**src/rtl/sw_pkg.sv**
```systemverilog
// Shared types and constants for the stopwatch controller: FSM encoding,
// BCD digit type and the mm:ss increment helper.
package sw_pkg;

  typedef enum logic [1:0] {
    IDLE  = 2'b00,
    RUN   = 2'b01,
    PAUSE = 2'b10,
    LAP   = 2'b11
  } state_t;

  typedef logic [3:0] digit_t;

  localparam digit_t SEC_ONES_MAX = 4'd9;
  localparam digit_t SEC_TENS_MAX = 4'd5;
  localparam digit_t MIN_ONES_MAX = 4'd9;
  localparam digit_t MIN_TENS_MAX = 4'd5;

  typedef struct packed {
    logic        wrap;
    logic [15:0] value;
  } bcd_inc_t;

  // One-second increment of {min_tens, min_ones, sec_tens, sec_ones}; the
  // tens limits are arguments so the moduli can be overridden.
  function automatic bcd_inc_t bcd_inc(input logic [15:0] t,
                                       input digit_t sec_tens_last,
                                       input digit_t min_tens_last);
    bcd_inc_t r;
    r.value = t;
    r.wrap  = 1'b0;
    if (t[3:0] != SEC_ONES_MAX) begin
      r.value[3:0] = t[3:0] + 4'd1;
    end else begin
      r.value[3:0] = 4'd0;
      if (t[7:4] != sec_tens_last) begin
        r.value[7:4] = t[7:4] + 4'd1;
      end else begin
        r.value[7:4] = 4'd0;
        if (t[11:8] != MIN_ONES_MAX) begin
          r.value[11:8] = t[11:8] + 4'd1;
        end else begin
          r.value[11:8] = 4'd0;
          if (t[15:12] != min_tens_last) begin
            r.value[15:12] = t[15:12] + 4'd1;
          end else begin
            r.value[15:12] = 4'd0;
            r.wrap         = 1'b1;
          end
        end
      end
    end
    return r;
  endfunction

endpackage

```
**src/rtl/stopwatch_ctrl_if.sv**
```systemverilog
// Button/tick inputs and display/run-gate outputs of the stopwatch controller.
interface stopwatch_ctrl_if;
  import sw_pkg::*;

  logic        btn_start;
  logic        btn_lap;
  logic        btn_clear;
  logic        tick_in;
  logic        run_en;
  logic [15:0] disp_time;
  logic        lap_active;
  state_t      state;
  logic        wrap;

  modport master (
    output btn_start, btn_lap, btn_clear, tick_in,
    input  run_en, disp_time, lap_active, state, wrap
  );

  modport slave (
    input  btn_start, btn_lap, btn_clear, tick_in,
    output run_en, disp_time, lap_active, state, wrap
  );
endinterface

```
**src/rtl/sw_sync_edge.sv**
```systemverilog
// Synchroniser chain for one asynchronous level input, followed by a
// rising-edge detector producing a single-cycle pulse.
module sw_sync_edge #(
  parameter int SYNC_STAGES = 2
) (
  input  logic sub_clk,
  input  logic rst,
  input  logic async_in,
  output logic pulse
);

  logic [SYNC_STAGES-1:0] sync_reg;
  logic                   prev_reg;

  always_ff @(posedge sub_clk or negedge rst) begin
    if (!rst) sync_reg[0] <= 1'b0;
    else      sync_reg[0] <= async_in;
  end

  for (genvar gi = 1; gi < SYNC_STAGES; gi++) begin : g_stage
    always_ff @(posedge sub_clk or negedge rst) begin
      if (!rst) sync_reg[gi] <= 1'b0;
      else      sync_reg[gi] <= sync_reg[gi-1];
    end
  end

  always_ff @(posedge sub_clk or negedge rst) begin
    if (!rst) prev_reg <= 1'b0;
    else      prev_reg <= sync_reg[SYNC_STAGES-1];
  end

  assign pulse = sync_reg[SYNC_STAGES-1] & ~prev_reg;

endmodule

```
**src/rtl/stopwatch_ctrl.sv**
```systemverilog
// Run/pause/lap/clear sequencer: conditions the buttons and time-base tick,
// keeps the mm:ss BCD count and lap capture, and drives run gate and display.
module stopwatch_ctrl
  import sw_pkg::*;
#(
  parameter int SYNC_STAGES = 2,
  parameter int SEC_WRAP    = 60,
  parameter int MIN_WRAP    = 60
) (
  input  logic           sub_clk,
  input  logic           rst,
  stopwatch_ctrl_if.slave sw
);

  localparam digit_t SEC_TENS_LAST = digit_t'(SEC_WRAP / 10 - 1);
  localparam digit_t MIN_TENS_LAST = digit_t'(MIN_WRAP / 10 - 1);

  // Bit order: 0 start, 1 lap, 2 clear, 3 tick.
  logic [3:0] raw_in;
  logic [3:0] pulses;
  logic       start_p, lap_p, clear_p, tick_p;

  assign raw_in = {sw.tick_in, sw.btn_clear, sw.btn_lap, sw.btn_start};

  for (genvar gi = 0; gi < 4; gi++) begin : g_sync
    sw_sync_edge #(.SYNC_STAGES(SYNC_STAGES)) u_sync (
      .sub_clk  (sub_clk),
      .rst      (rst),
      .async_in (raw_in[gi]),
      .pulse    (pulses[gi])
    );
  end

  assign start_p = pulses[0];
  assign lap_p   = pulses[1];
  assign clear_p = pulses[2];
  assign tick_p  = pulses[3];

  state_t      state_reg, state_next;
  logic [15:0] count_reg, count_next;
  logic [15:0] lap_reg, lap_next;
  logic        wrap_reg, wrap_next;
  logic        run_en_reg;
  logic [15:0] disp_reg;
  logic        lap_active_reg;
  bcd_inc_t    inc;

  assign inc = bcd_inc(count_reg, SEC_TENS_LAST, MIN_TENS_LAST);

  always_comb begin
    state_next = state_reg;
    count_next = count_reg;
    lap_next   = lap_reg;
    wrap_next  = 1'b0;

    // Ticks only count from the registered state, so a start from IDLE or
    // PAUSE never picks up a tick arriving in the same cycle.
    if (tick_p && (state_reg == RUN || state_reg == LAP)) begin
      count_next = inc.value;
      wrap_next  = inc.wrap;
    end

    if (clear_p) begin
      state_next = IDLE;
      count_next = 16'h0000;
      lap_next   = 16'h0000;
      wrap_next  = 1'b0;
    end else if (start_p) begin
      unique case (state_reg)
        IDLE:  state_next = RUN;
        RUN:   state_next = PAUSE;
        LAP:   state_next = PAUSE;
        PAUSE: state_next = RUN;
        default: state_next = IDLE;
      endcase
    end else if (lap_p) begin
      if (state_reg == RUN) begin
        state_next = LAP;
        lap_next   = count_reg;
      end else if (state_reg == LAP) begin
        state_next = RUN;
      end
    end
  end

  always_ff @(posedge sub_clk or negedge rst) begin
    if (!rst) begin
      state_reg      <= IDLE;
      count_reg      <= 16'h0000;
      lap_reg        <= 16'h0000;
      wrap_reg       <= 1'b0;
      run_en_reg     <= 1'b0;
      disp_reg       <= 16'h0000;
      lap_active_reg <= 1'b0;
    end else begin
      state_reg      <= state_next;
      count_reg      <= count_next;
      lap_reg        <= lap_next;
      wrap_reg       <= wrap_next;
      run_en_reg     <= (state_next == RUN) || (state_next == LAP);
      disp_reg       <= (state_reg == LAP) ? lap_reg : count_reg;
      lap_active_reg <= (state_reg == LAP);
    end
  end

  assign sw.state      = state_reg;
  assign sw.run_en     = run_en_reg;
  assign sw.disp_time  = disp_reg;
  assign sw.lap_active = lap_active_reg;
  assign sw.wrap       = wrap_reg;

endmodule

```
**src/flat_wrapper.sv**
```systemverilog
// flat-port wrapper written by rule: the top's interface ports become plain ports
module stopwatch_ctrl_flat import sw_pkg::*;
#(
  parameter int SYNC_STAGES = 2,
  parameter int SEC_WRAP    = 60,
  parameter int MIN_WRAP    = 60
)
  (sub_clk, rst, sw_btn_start, sw_btn_lap, sw_btn_clear, sw_tick_in, sw_run_en, sw_disp_time, sw_lap_active, sw_state, sw_wrap);
  stopwatch_ctrl_if sw_i ();
  input  logic sub_clk;
  input  logic rst;
  input wire logic [$bits(sw_i.btn_start)-1:0] sw_btn_start;
  input wire logic [$bits(sw_i.btn_lap)-1:0] sw_btn_lap;
  input wire logic [$bits(sw_i.btn_clear)-1:0] sw_btn_clear;
  input wire logic [$bits(sw_i.tick_in)-1:0] sw_tick_in;
  output wire logic [$bits(sw_i.run_en)-1:0] sw_run_en;
  output wire logic [$bits(sw_i.disp_time)-1:0] sw_disp_time;
  output wire logic [$bits(sw_i.lap_active)-1:0] sw_lap_active;
  output wire logic [$bits(sw_i.state)-1:0] sw_state;
  output wire logic [$bits(sw_i.wrap)-1:0] sw_wrap;
  assign sw_i.btn_start = sw_btn_start;
  assign sw_i.btn_lap = sw_btn_lap;
  assign sw_i.btn_clear = sw_btn_clear;
  assign sw_i.tick_in = sw_tick_in;
  assign sw_run_en = sw_i.run_en;
  assign sw_disp_time = sw_i.disp_time;
  assign sw_lap_active = sw_i.lap_active;
  assign sw_state = sw_i.state;
  assign sw_wrap = sw_i.wrap;
  stopwatch_ctrl #(.SYNC_STAGES(SYNC_STAGES), .SEC_WRAP(SEC_WRAP), .MIN_WRAP(MIN_WRAP)) u_core (.sub_clk(sub_clk), .rst(rst), .sw(sw_i));
endmodule
```
**config.mk**
```make
export PLATFORM = sky130hd
export DESIGN_NAME = stopwatch_ctrl_flat
export DESIGN_NICKNAME = d
export VERILOG_FILES = /design/src/rtl/sw_pkg.sv /design/src/rtl/stopwatch_ctrl_if.sv /design/src/rtl/sw_sync_edge.sv /design/src/rtl/stopwatch_ctrl.sv /design/src/flat_wrapper.sv
export SDC_FILE = /design/constraint.sdc
export NUM_CORES = 1
export LEC_CHECK = 0
export ABC_AREA = 1
export ABC_CLOCK_PERIOD_IN_PS = 3080
export BUFFER_PORTS_ARGS = -buffer_cell sky130_fd_sc_hd__buf_4
export CAP_MARGIN = 20
export CORE_UTILIZATION = 36
export CTS_BUF_LIST = sky130_fd_sc_hd__clkbuf_4 sky130_fd_sc_hd__clkbuf_8
export DETAILED_ROUTE_END_ITERATION = 8
export GPL_TIMING_DRIVEN = 0
export REMOVE_ABC_BUFFERS = 1
export SLEW_MARGIN = 40
export SYNTH_ARGS = -nofsm -noshare
export SYNTH_HDL_FRONTEND = slang
export SYNTH_SLANG_ARGS = --single-unit
```
**constraint.sdc**
```tcl
create_clock -name sub_clk -period 3.08 [get_ports sub_clk]
set_clock_uncertainty 0.1 [all_clocks]
set_input_delay 0.616 -clock sub_clk [delete_from_list [all_inputs] [get_ports sub_clk]]
set_output_delay 0.616 -clock sub_clk [all_outputs]
set_load 0.005 [all_outputs]
```
==> run metrics, run 1 <==
status complete, but fails checks; failing checks design-rule violations; Die H 91.08 µm; routing usage on met3 3.266%; Most Crowded Layer GR met2; worst rel slew slack 54.80%; crit path cell chain ha_2 > nor2_1 > nor2_2 > nor2_2 > nor2_4 > inv_2 > nand2_1 > nand2_1; Total GRT Usage 14.50%; Hold Vio Cnt, Final 0; CP Launch Type register; layout cells sized above 1 20.73%; die area 0.008295 mm²; Yosys reg bits 65; initial antenna violation count 0; TritonCTS sink count 65; Synth Cell Area 0.002856 mm²; sw frac 27.52%; RR Startpoint u_core.sw.state[0]; clock share of power 36.7%; Power Density 517.2 mW/mm²; Hold Crit Class input pin to async pin; data arrival time of the worst path 2130 ps; post-synthesis compound-gate area fraction 9.417%; fin crit period 2000 ps; Routed WL per cell 12.44 µm; clk buf depth 2; # rows 32; sequential share of the synthesized area 56.94%; crit path max fanout 35; TritonCTS clock tree done; Worst-Margin Slew 676.4 ps; grt ovf 0; GR Layer Usage met1 18.57%; fmax 0.4999 GHz; Internal Power 1.238 mW; IO Count 27; WP data required 3210 ps; register-to-register setup slack 1080 ps; core area 0.007687 mm²; Die X 91.08 µm; warnings from Yosys 0; Starting Density 37.16%; routing usage on met2 22.79%; Post-CTS Setup Repair Bufs 0; fin. max-slew vios 0; Synth Area in Adders 5.256%; Via density 4.753; Fillers 768; DRT Wirelength 5348 µm; worst vdd ir 166.8 µV; Post-Synth XOR/XNOR Area 0.6132%; slowest cell delay on critical path 600 ps; Final #Nets 341; port buffer count 26; main combinational cell family by area after synthesis simple AND/OR/NAND/NOR gates; gpl congestion 0.8017; final core occ 42.97%; Synth Area in Simple Gates 21.33%; post-CTS sizing 0; Switch Pwr 0.4702 mW; TritonRoute pass-1 iters 6; # hold bufs at CTS 0; top post-synthesis cells by area dfrtp_1, o21ai_0, nand2_1; Yosys cell types 28; first-pass GRT wire length 9259 µm; H-tree levels 3; power share of the sequential group 53.5%; Setup TNS 0 ps; Root Driver clkbuf_8; Logic pwr share 9.9%; clk_lat worst skew 340 ps; Layout area overhead 15.64%; RSZ-0062 raised after global routing no; mux share of post-synthesis cell area 0%; Routed Antenna Nets 0; Inserted Clock Buffers 9; Residual DRC 1; vias in the first global route 1,956; CP Capture Type register; Synth area leader dfrtp_1; Vias 2,044; final worst path period share 64.94%; final setup vio count 0; Critical-path top delay cell ha_2; diodes inserted 0; Crit Path Category register to register; Lkg Pwr 1.597 nW; HPWL Detailed 3386 µm; Synth Instances 295; Syn Area/Cell 9.683 µm²; post-synth top area share 56.94%; Max-Cap Viols 0; Critical Path Source u_core.sw.state[0]; largest net degree at the start of global routing 66; initial drt markers 98; Worst-path clk slew 70 ps
[critical path, delay by kind of cell (launching register included)]
family / cells / cell delay [ps]
simple gates: 6 / 720
flops: 1 / 420
fa+ha+maj: 1 / 600
buf+inv: 1 / 60
[power groups by stage]
| stage | logic (mW) | registers [mW] | clock network, mW |
|---|---|---|---|
| 2_1_floorplan | 0.0946 | 0.928 | 0 |
| 3_3_place_gp | 0.167 | 0.929 | 0 |
| 3_5_place_dp | 0.172 | 0.930 | 0 |
| 4_1_cts | 0.172 | 0.914 | 0.649 |
| 5_1_grt | 0.196 | 0.918 | 0.683 |
| 6_report | 0.169 | 0.914 | 0.626 |
[cells in the mapped netlist]
library cell,number
dfrtp_1,65
nand2_1,44
o21ai_0,38
nand3_1,31
inv_1,30
nor2_1,15
ha_1,12
a21oi_1,6
o21ai_1,6
inv_2,5
nand2_2,5
nand4_1,5
nor2_2,5
nand3_2,4
clkbuf_1,3
nand2_4,3
o22ai_1,3
buf_2,2
buf_4,2
nor3_1,2
xor2_1,2
buf_6,1
clkbuf_2,1
nand3b_1,1
nor2_4,1
nor2_8,1
nor3_2,1
nor4_1,1
[stage by stage]
stage	instances	setup slack [ps]	cell area [µm²]	hold WS, ps	total power, mW
6_report	430	1080	3303	151.1	1.708
5_1_grt	430	862.1	3303	205.1	1.797
4_1_cts	430	1040	3299	251.8	1.736
3_5_place_dp	414	1067	3129	234.7	1.102
3_3_place_gp	414	732.8	3127	233.7	1.096
2_1_floorplan	286	1167	2804	220.4	1.022
[area by class of cell]
class	count	area, µm²	share of cell area [%]
repair buffers	26	198.9	6.023
clock buffers	9	123.9	3.750
multi-input cells	186	1049	31.74
inverters	35	131.4	3.977
flip-flops and latches	65	1627	49.24
clock inverters	7	46.29	1.402
well taps	102	127.6	3.864
[kinds of logic (layout without fill, tap and decap cells)]
group,Yosys count,count (layout)
AND/OR/NAND/NOR,119,119
flip-flops,65,65
AO/OA/AOI/OAI,53,53
buffers and inverters,44,77
adder cells (fa/ha/maj),12,12
XOR/XNOR,2,2
[per-layer routing]
layer  part of all wire (%)  up-vias  routed length [µm]
li1                       -     1023                   -
met1                     47      988                2533
met2                     48       26                2553
met3                    2.9        7                 153
met4                    2.0        0                 108
met5                      0        -                   0
[worst paths after layout]
path / cells past startpoint / end
max in group asynchronous: 1 / u_core.lap_reg[10]
worst max-delay path: 8 / u_core.count_reg[11]
worst max register to register: 8 / u_core.count_reg[11]
worst min-delay path: 1 / u_core.g_sync[1].u_sync.sync_reg[0]
min in group sub_clk: 0 / u_core.g_sync[3].u_sync.sync_reg[1]
worst min register to register: 0 / u_core.g_sync[3].u_sync.sync_reg[1]
[cell usage in the layout, fill, tap and decap left out, types with 4 or more instances in the layout]
| master | count |
|---|---|
| o21ai_1 | 6 |
| a21oi_1 | 6 |
| clkbuf_8 | 9 |
| dfrtp_1 | 65 |
| nand3_1 | 31 |
| nor2_2 | 5 |
| inv_2 | 5 |
| o21ai_0 | 38 |
| nand3_2 | 4 |
| nand4_1 | 5 |
| ha_1 | 11 |
| nand2_1 | 44 |
| buf_4 | 25 |
| inv_1 | 30 |
| nor2_1 | 15 |
| nand2_2 | 5 |
No activity file was read; power rests on OpenSTA's default activity.
==> run 2: changes to the inputs <==
--- a/config.mk
+++ b/config.mk
@@ -6,7 +6,7 @@
 export NUM_CORES = 1
 export LEC_CHECK = 0
 export ABC_AREA = 1
-export ABC_CLOCK_PERIOD_IN_PS = 3080
+export ABC_CLOCK_PERIOD_IN_PS = 1800
 export BUFFER_PORTS_ARGS = -buffer_cell sky130_fd_sc_hd__buf_4
 export CAP_MARGIN = 20
 export CORE_UTILIZATION = 36
==> constraint.sdc (replaced) <==
create_clock -name sub_clk -period 1.8 [get_ports sub_clk]
set_clock_uncertainty 0.1 [all_clocks]
set_input_delay 0.36 -clock sub_clk [delete_from_list [all_inputs] [get_ports sub_clk]]
set_output_delay 0.36 -clock sub_clk [all_outputs]
set_load 0.005 [all_outputs]
==> run metrics, run 2 (same netlist as run 1, synthesis figures left out) <==
Lkg Pwr 1.622 nW (+1.6%); Worst-path clk slew 70 ps (about the same); Routed Antenna Nets 0 (unchanged); Fillers 763 (-0.65%); RR Startpoint u_core.sw.state[1]; first-pass GRT wire length 9287 µm (+0.30%); Crit Path Category register to register; worst vdd ir 351.3 µV (+110%); CP Launch Type register; initial antenna violation count 0 (unchanged); initial drt markers 70 (-29%); WP data required 1950 ps (-1260 ps); M1 wire length 2678 µm (+5.7%); Die H 91.08 µm (unchanged); placed cell count 414 (unchanged); Reg2Reg Capture Point u_core.lap_reg[5]; fin. max-slew vios 0 (unchanged); final worst path period share 92.44% (+27 points); Root Driver clkbuf_8; H-tree levels 3 (unchanged); Via density 4.795 (+0.87%); Max Used Layer met4; most frequent cells in the layout dfrtp_1, nand2_1, o21ai_0; Area after DPL 0.003129 mm² (unchanged); Max-Cap Viols 0 (unchanged); fin crit period 1664 ps (-336.4 ps); worst rel slew slack 61.70% (+6.9 points); final setup vio count 0 (unchanged); Inserted Clock Buffers 9 (unchanged); Die X 91.08 µm (unchanged); layout cells sized above 1 23.19% (+2.5 points); Reg area 0.001629 mm² (+0.15%); Setup TNS 0 ps (unchanged); TritonCTS sink count 65 (unchanged); RSZ-0062 raised after global routing no; Design Area, Final 0.003387 mm² (+2.5%); HPWL Detailed 3386 µm (unchanged); Worst-Margin Slew 574.6 ps (-101.8 ps); Logic pwr share 10.9% (+1.0 points); fmax 0.6010 GHz (+20%); WHS Path Cells 1; TritonCTS clock tree done; hold_sp sw_btn_clear; most common cell after layout, fill and taps aside dfrtp_1; final core occ 44.06% (+1.1 points); vias in the first global route 1,952 (-0.20%); DR WL met3 191 µm (+25%); Total GRT Usage 14.56% (+0.054 points); sw frac 27.87% (+0.35 points); data arrival time of the worst path 1810 ps (-320 ps); Internal Power 2.138 mW (+73%); reg2reg path depth 6 (-2); status complete, but fails checks; Hold Vio Cnt, Final 0 (unchanged); grt ovf 0 (unchanged); IO Count 27 (unchanged); Finished Layout Cells 434 (+0.93%); Residual DRC 1 (unchanged); clk buf depth 2 (unchanged); area of the multi-input gates 0.001094 mm² (+4.3%); port buffer count 26 (unchanged); clk_lat worst skew 340 ps (about the same); Hold EP u_core.g_sync[2].u_sync.sync_reg[0]; Starting Density 37.16% (unchanged); core area 0.007687 mm² (unchanged); crit path max fanout 16 (-54%); # rows 32 (unchanged); Hold Crit Class input pin to register; Final #Nets 345 (+1.2%); largest net degree at the start of global routing 66 (unchanged); diodes inserted 0 (unchanged); Layout area overhead 18.57%; Routed WL per cell 12.90 µm (+3.7%); DRT Wirelength 5599 µm (+4.7%); TritonRoute pass-1 iters 6 (unchanged); clock share of power 36.2% (-0.5 points); CP Capture Type register; register-to-register setup slack 140 ps (-940 ps); die area 0.008295 mm² (unchanged); gpl congestion 0.8017 (unchanged); failing checks design-rule violations; Switch Pwr 0.8260 mW (+76%); met2 WL 2620 µm (+2.6%); Power Density 875.0 mW/mm² (+69%); Vias 2,081 (+1.8%); power share of the sequential group 52.9% (-0.6 points)
## run 2: worst max-delay path by stage
| stage | start | to | slack [ps] | cells past startpoint |
|---|---|---|---|---|
| 2_1_floorplan | u_core.sw.state[0] | u_core.count_reg[11] | -110 | 8 |
| 3_3_place_gp | u_core.sw.state[0] | u_core.count_reg[11] | -550 | 8 |
| 3_5_place_dp | u_core.sw.state[0] | u_core.count_reg[10] | -210 | 7 |
| 4_1_cts | u_core.sw.state[1] | u_core.count_reg[7] | 9 | 9 |
| 5_1_grt | u_core.sw.state[1] | u_core.count_reg[12] | 10 | 11 |
| 6_report | u_core.sw.state[1] | u_core.lap_reg[5] | 140 | 6 |
## run 2: power groups by stage
stage,Clock (mW),Combinational [mW],Sequential (mW)
after floorplan,0,0.162,1.59
after global routing,1.17,0.368,1.58
after CTS,1.11,0.300,1.57
after detailed placement,0,0.294,1.59
final,1.07,0.322,1.57
after global placement,0,0.286,1.59
## run 2: final cells by class
class,instances,share of cell area (%)
clock buffers,9,3.657
clock inverters,7,1.367
inverters,35,3.879
multi-input cells,186,32.29
flip-flops and latches,65,48.10
well taps,102,3.768
repair buffers,30,6.945
## run 2: routing by layer
metal  vias to the layer above  global-route usage (%)
li1                       1033                       -
met1                      1000                   18.73
met2                        41                   22.79
met3                         7                   3.266
met4                         0                   7.937
met5                         -                       0
## run 2: repair_timing
item                       in CTS  in global routing
pin swaps                       2                  3
hold endpoints to repair        0                 65
gates resized for setup         3                  8
setup endpoints to repair      33                 30
buffers inserted                0                  3
hold buffers                    0                  1
## run 2: critical path: stages, from the launching register on
cell and delay, ps:
dfrtp_2 440, inv_1 110, ha_1 170, inv_1 70, nor2_2 210, nand3_4 230, o21ai_0 240
## run 2: metrics by stage
step           total power [mW]  hold slack [ps]  setup WS (ps)
5_1_grt                   3.112            4.609          10.05
4_1_cts                   2.979            1.905          9.166
6_report                  2.964            22.63          136.1
2_1_floorplan             1.749           -35.59         -112.7
3_5_place_dp              1.886            234.7         -212.6
3_3_place_gp              1.875            233.7         -547.2
==> run 3: changes to the inputs <==
--- a/config.mk
+++ b/config.mk
@@ -17,4 +17,5 @@
 export SLEW_MARGIN = 40
 export SYNTH_ARGS = -nofsm -noshare
 export SYNTH_HDL_FRONTEND = slang
+export SYNTH_HIERARCHICAL = 1
 export SYNTH_SLANG_ARGS = --single-unit
==> run metrics, run 3 <==
status completed; M1 wire length 2563 µm (-4.3%); Max Used Layer met4; Yosys cell types 29 (+3.6%); largest net degree at the start of global routing 65 (-1.5%); Via density 4.776 (-0.40%); Synth Instances 280 (-5.1%); top_reg_cell synth dfrtp_1; Layout area overhead 16.50%; H-tree levels 3 (unchanged); DRT Wirelength 5272 µm (-5.8%); core area 0.007408 mm² (-3.6%); Critical Path Source u_core/g_sync[2].u_sync/prev_reg; Setup crit end u_core/count_reg[9]; Die X 90.51 µm (-0.62%); diodes inserted 0 (unchanged); warnings from Yosys 6 (+6); most common cell after layout, fill and taps aside dfrtp_1; TritonRoute pass-1 iters 4 (-2); EDFF count, synth 0 (unchanged); # rows 31 (-3.1%); TritonCTS clock tree done; Yosys reg bits 64 (-1.5%); Final #Nets 327 (-5.2%); TritonCTS sink count 64 (-1.5%); clk buf depth 2 (unchanged); Starting Density 38.07% (+0.91 points); Lkg Pwr 1.565 nW (-3.5%); Post-synth top cells dfrtp_1, nand2_1, nand3_1, inv_1, o21ai_0; Worst-Margin Slew 563.9 ps (-10.66 ps); Hold Crit Class input pin to register; fin crit period 1667 ps (+3.241 ps); final setup vio count 0 (unchanged); port buffer count 26 (unchanged); Syn Area/Cell 10.07 µm² (+4.0%); Vias 1,958 (-5.9%); gpl congestion 0.7850 (-2.1%); Total GRT Usage 13.96% (-0.59 points); Root Driver clkbuf_8; Synth Cell Area 0.002820 mm² (-1.3%); reg2reg path depth 7 (+1); register-to-register setup slack 130 ps (about the same); post-synth top area share 56.79% (-0.15 points); Max-Cap Viols 0 (unchanged); WP data required 1960 ps (about the same); most frequent cell after synthesis dfrtp_1; fin. max-slew vios 0 (unchanged); vias in the first global route 1,944 (-0.41%); initial drt markers 77 (+10%); final setup margin 132.8 ps (-3.241 ps); fmax 0.5998 GHz (-0.19%); Finished Layout Cells 410 (-5.5%); Worst-path clk slew 60 ps (about the same); final worst path period share 92.62% (+0.18 points); most frequent cells in the layout dfrtp_1, nand2_1, nand3_1; first-pass GRT wire length 8928 µm (-3.9%); Routed Antenna Nets 0 (unchanged); top post-synthesis cells by area dfrtp_1, nand3_1, nand2_1; CP Capture Type register; die area 0.008192 mm² (-1.2%); HPWL Detailed 3250 µm (-4.0%); Reg2Reg Capture Point u_core/count_reg[9]; worst rel slew slack 62.41% (+0.71 points); layout cells sized above 1 21.54% (-1.6 points); RR Startpoint u_core/g_sync[2].u_sync/prev_reg; initial antenna violation count 0 (unchanged); Area after DPL 0.003074 mm² (-1.8%); met2 WL 2480 µm (-5.3%); Setup WS pre-CTS -91.11 ps (+121.5 ps); Hold Vio Cnt, Final 0 (unchanged); data arrival time of the worst path 1830 ps (+20 ps); Die H 90.51 µm (-0.62%); worst vdd ir 287.8 µV (-18%); CP Launch Type register; clk_lat worst skew 320 ps (-20 ps); IO Count 27 (unchanged); Crit Path Category register to register; RSZ-0062 raised after global routing no; crit path max fanout 29 (+13); Power Density 853.0 mW/mm² (-2.5%); placed cell count 395 (-4.6%); DR WL met3 133 µm (-30%); async set-reset flop share out of synthesis 100.0% (unchanged); Inserted Clock Buffers 9 (unchanged); Residual DRC 0 (-1); grt ovf 0 (unchanged); sequential share of the synthesized area 56.79% (-0.15 points); Design Area, Final 0.003286 mm² (-3.0%); Routed WL per cell 12.86 µm (-0.33%); final core occ 44.35% (+0.29 points); Synth area leader dfrtp_1
==> run 3: changes by cell type after synthesis, moves of 3 or more <==
cell	before	now
o21ai_0	38	25
o21ai_1	6	10
nor2_2	5	8
inv_1	30	27
nand3_1	31	36
nand2_2	5	2
nor2_4	1	4
nor2_1	15	6
==> run 3: cell type report <==
cell class	count	area [µm²]
clock buffer	12	158.9
clock inverter	1	5.005
fill	704	4123
inverter	30	115.1
multi-input combinational	176	1061
sequential	64	1602
tap	99	123.9
timing repair buffer	28	220.2
==> run 3: kinds of logic (layout without fill, tap and decap cells) <==
group | count (synthesis) | in the layout | synth area share, %
AO/OA/AOI/OAI | 44 | 44 | 8.474
XOR/XNOR | 5 | 5 | 1.553
adder cells (fa/ha/maj) | 12 | 12 | 5.324
buffers and inverters | 40 | 71 | 6.389
flip-flops | 64 | 64 | 56.79
AND/OR/NAND/NOR | 115 | 115 | 21.47
==> run 3: worst min-delay path by stage <==
stage	start	to	cells past startpoint
3_5_place_dp	u_core/g_sync[0].u_sync/sync_reg[0]	u_core/g_sync[0].u_sync/sync_reg[1]	0
6_report	sw_btn_lap	u_core/g_sync[1].u_sync/sync_reg[0]	1
4_1_cts	sw_btn_clear	u_core/g_sync[2].u_sync/sync_reg[0]	1
3_3_place_gp	u_core/g_sync[0].u_sync/sync_reg[0]	u_core/g_sync[0].u_sync/sync_reg[1]	0
5_1_grt	sw_btn_lap	u_core/g_sync[1].u_sync/sync_reg[0]	1
2_1_floorplan	rst	u_core/count_reg[0]	0
==> run 3: power breakdown <==
group | switching [mW] | leakage [nW] | internal, mW | total, mW
Combinational | 0.166 | 0.615 | 0.0904 | 0.256
Sequential | 0.0350 | 0.862 | 1.48 | 1.52
Clock | 0.467 | 0.0876 | 0.565 | 1.03
==> run 3: timing repair <==
action                                  CTS  global route
gates resized for setup                   3             1
setup buffers                             0             1
endpoints found under the setup margin   21            21
hold buffers                              0             1
pin swaps                                 0             1
hold endpoints to repair                  0            64
gates cloned                              0             0
==> run 3: worst max-delay path, stage by stage, from the launching register on <==
cell     delay (ps)
dfrtp_1         370
nor2_2          340
inv_4           240
nand2_4         200
nand2_4          90
nor2_4          120
nand3_1          80
nand2_1          60
==> run 3: through the flow <==
step / TNS (ps) / total power, mW / hold slack [ps]
final: 0 / 2.803 / 40.59
after global routing: 0 / 2.948 / 20.97
after CTS: 0 / 2.838 / 23.56
after detailed placement: -704.0 / 1.775 / 237.9
after global placement: -6953 / 1.768 / 232.6
after floorplan: -23.33 / 1.661 / -35.59
==> run 3: per-layer routing <==
metal	track usage, %	vias up
li1	-	977
met1	18.04	941
met2	21.78	32
met3	2.778	8
met4	8.065	0
met5	0	-
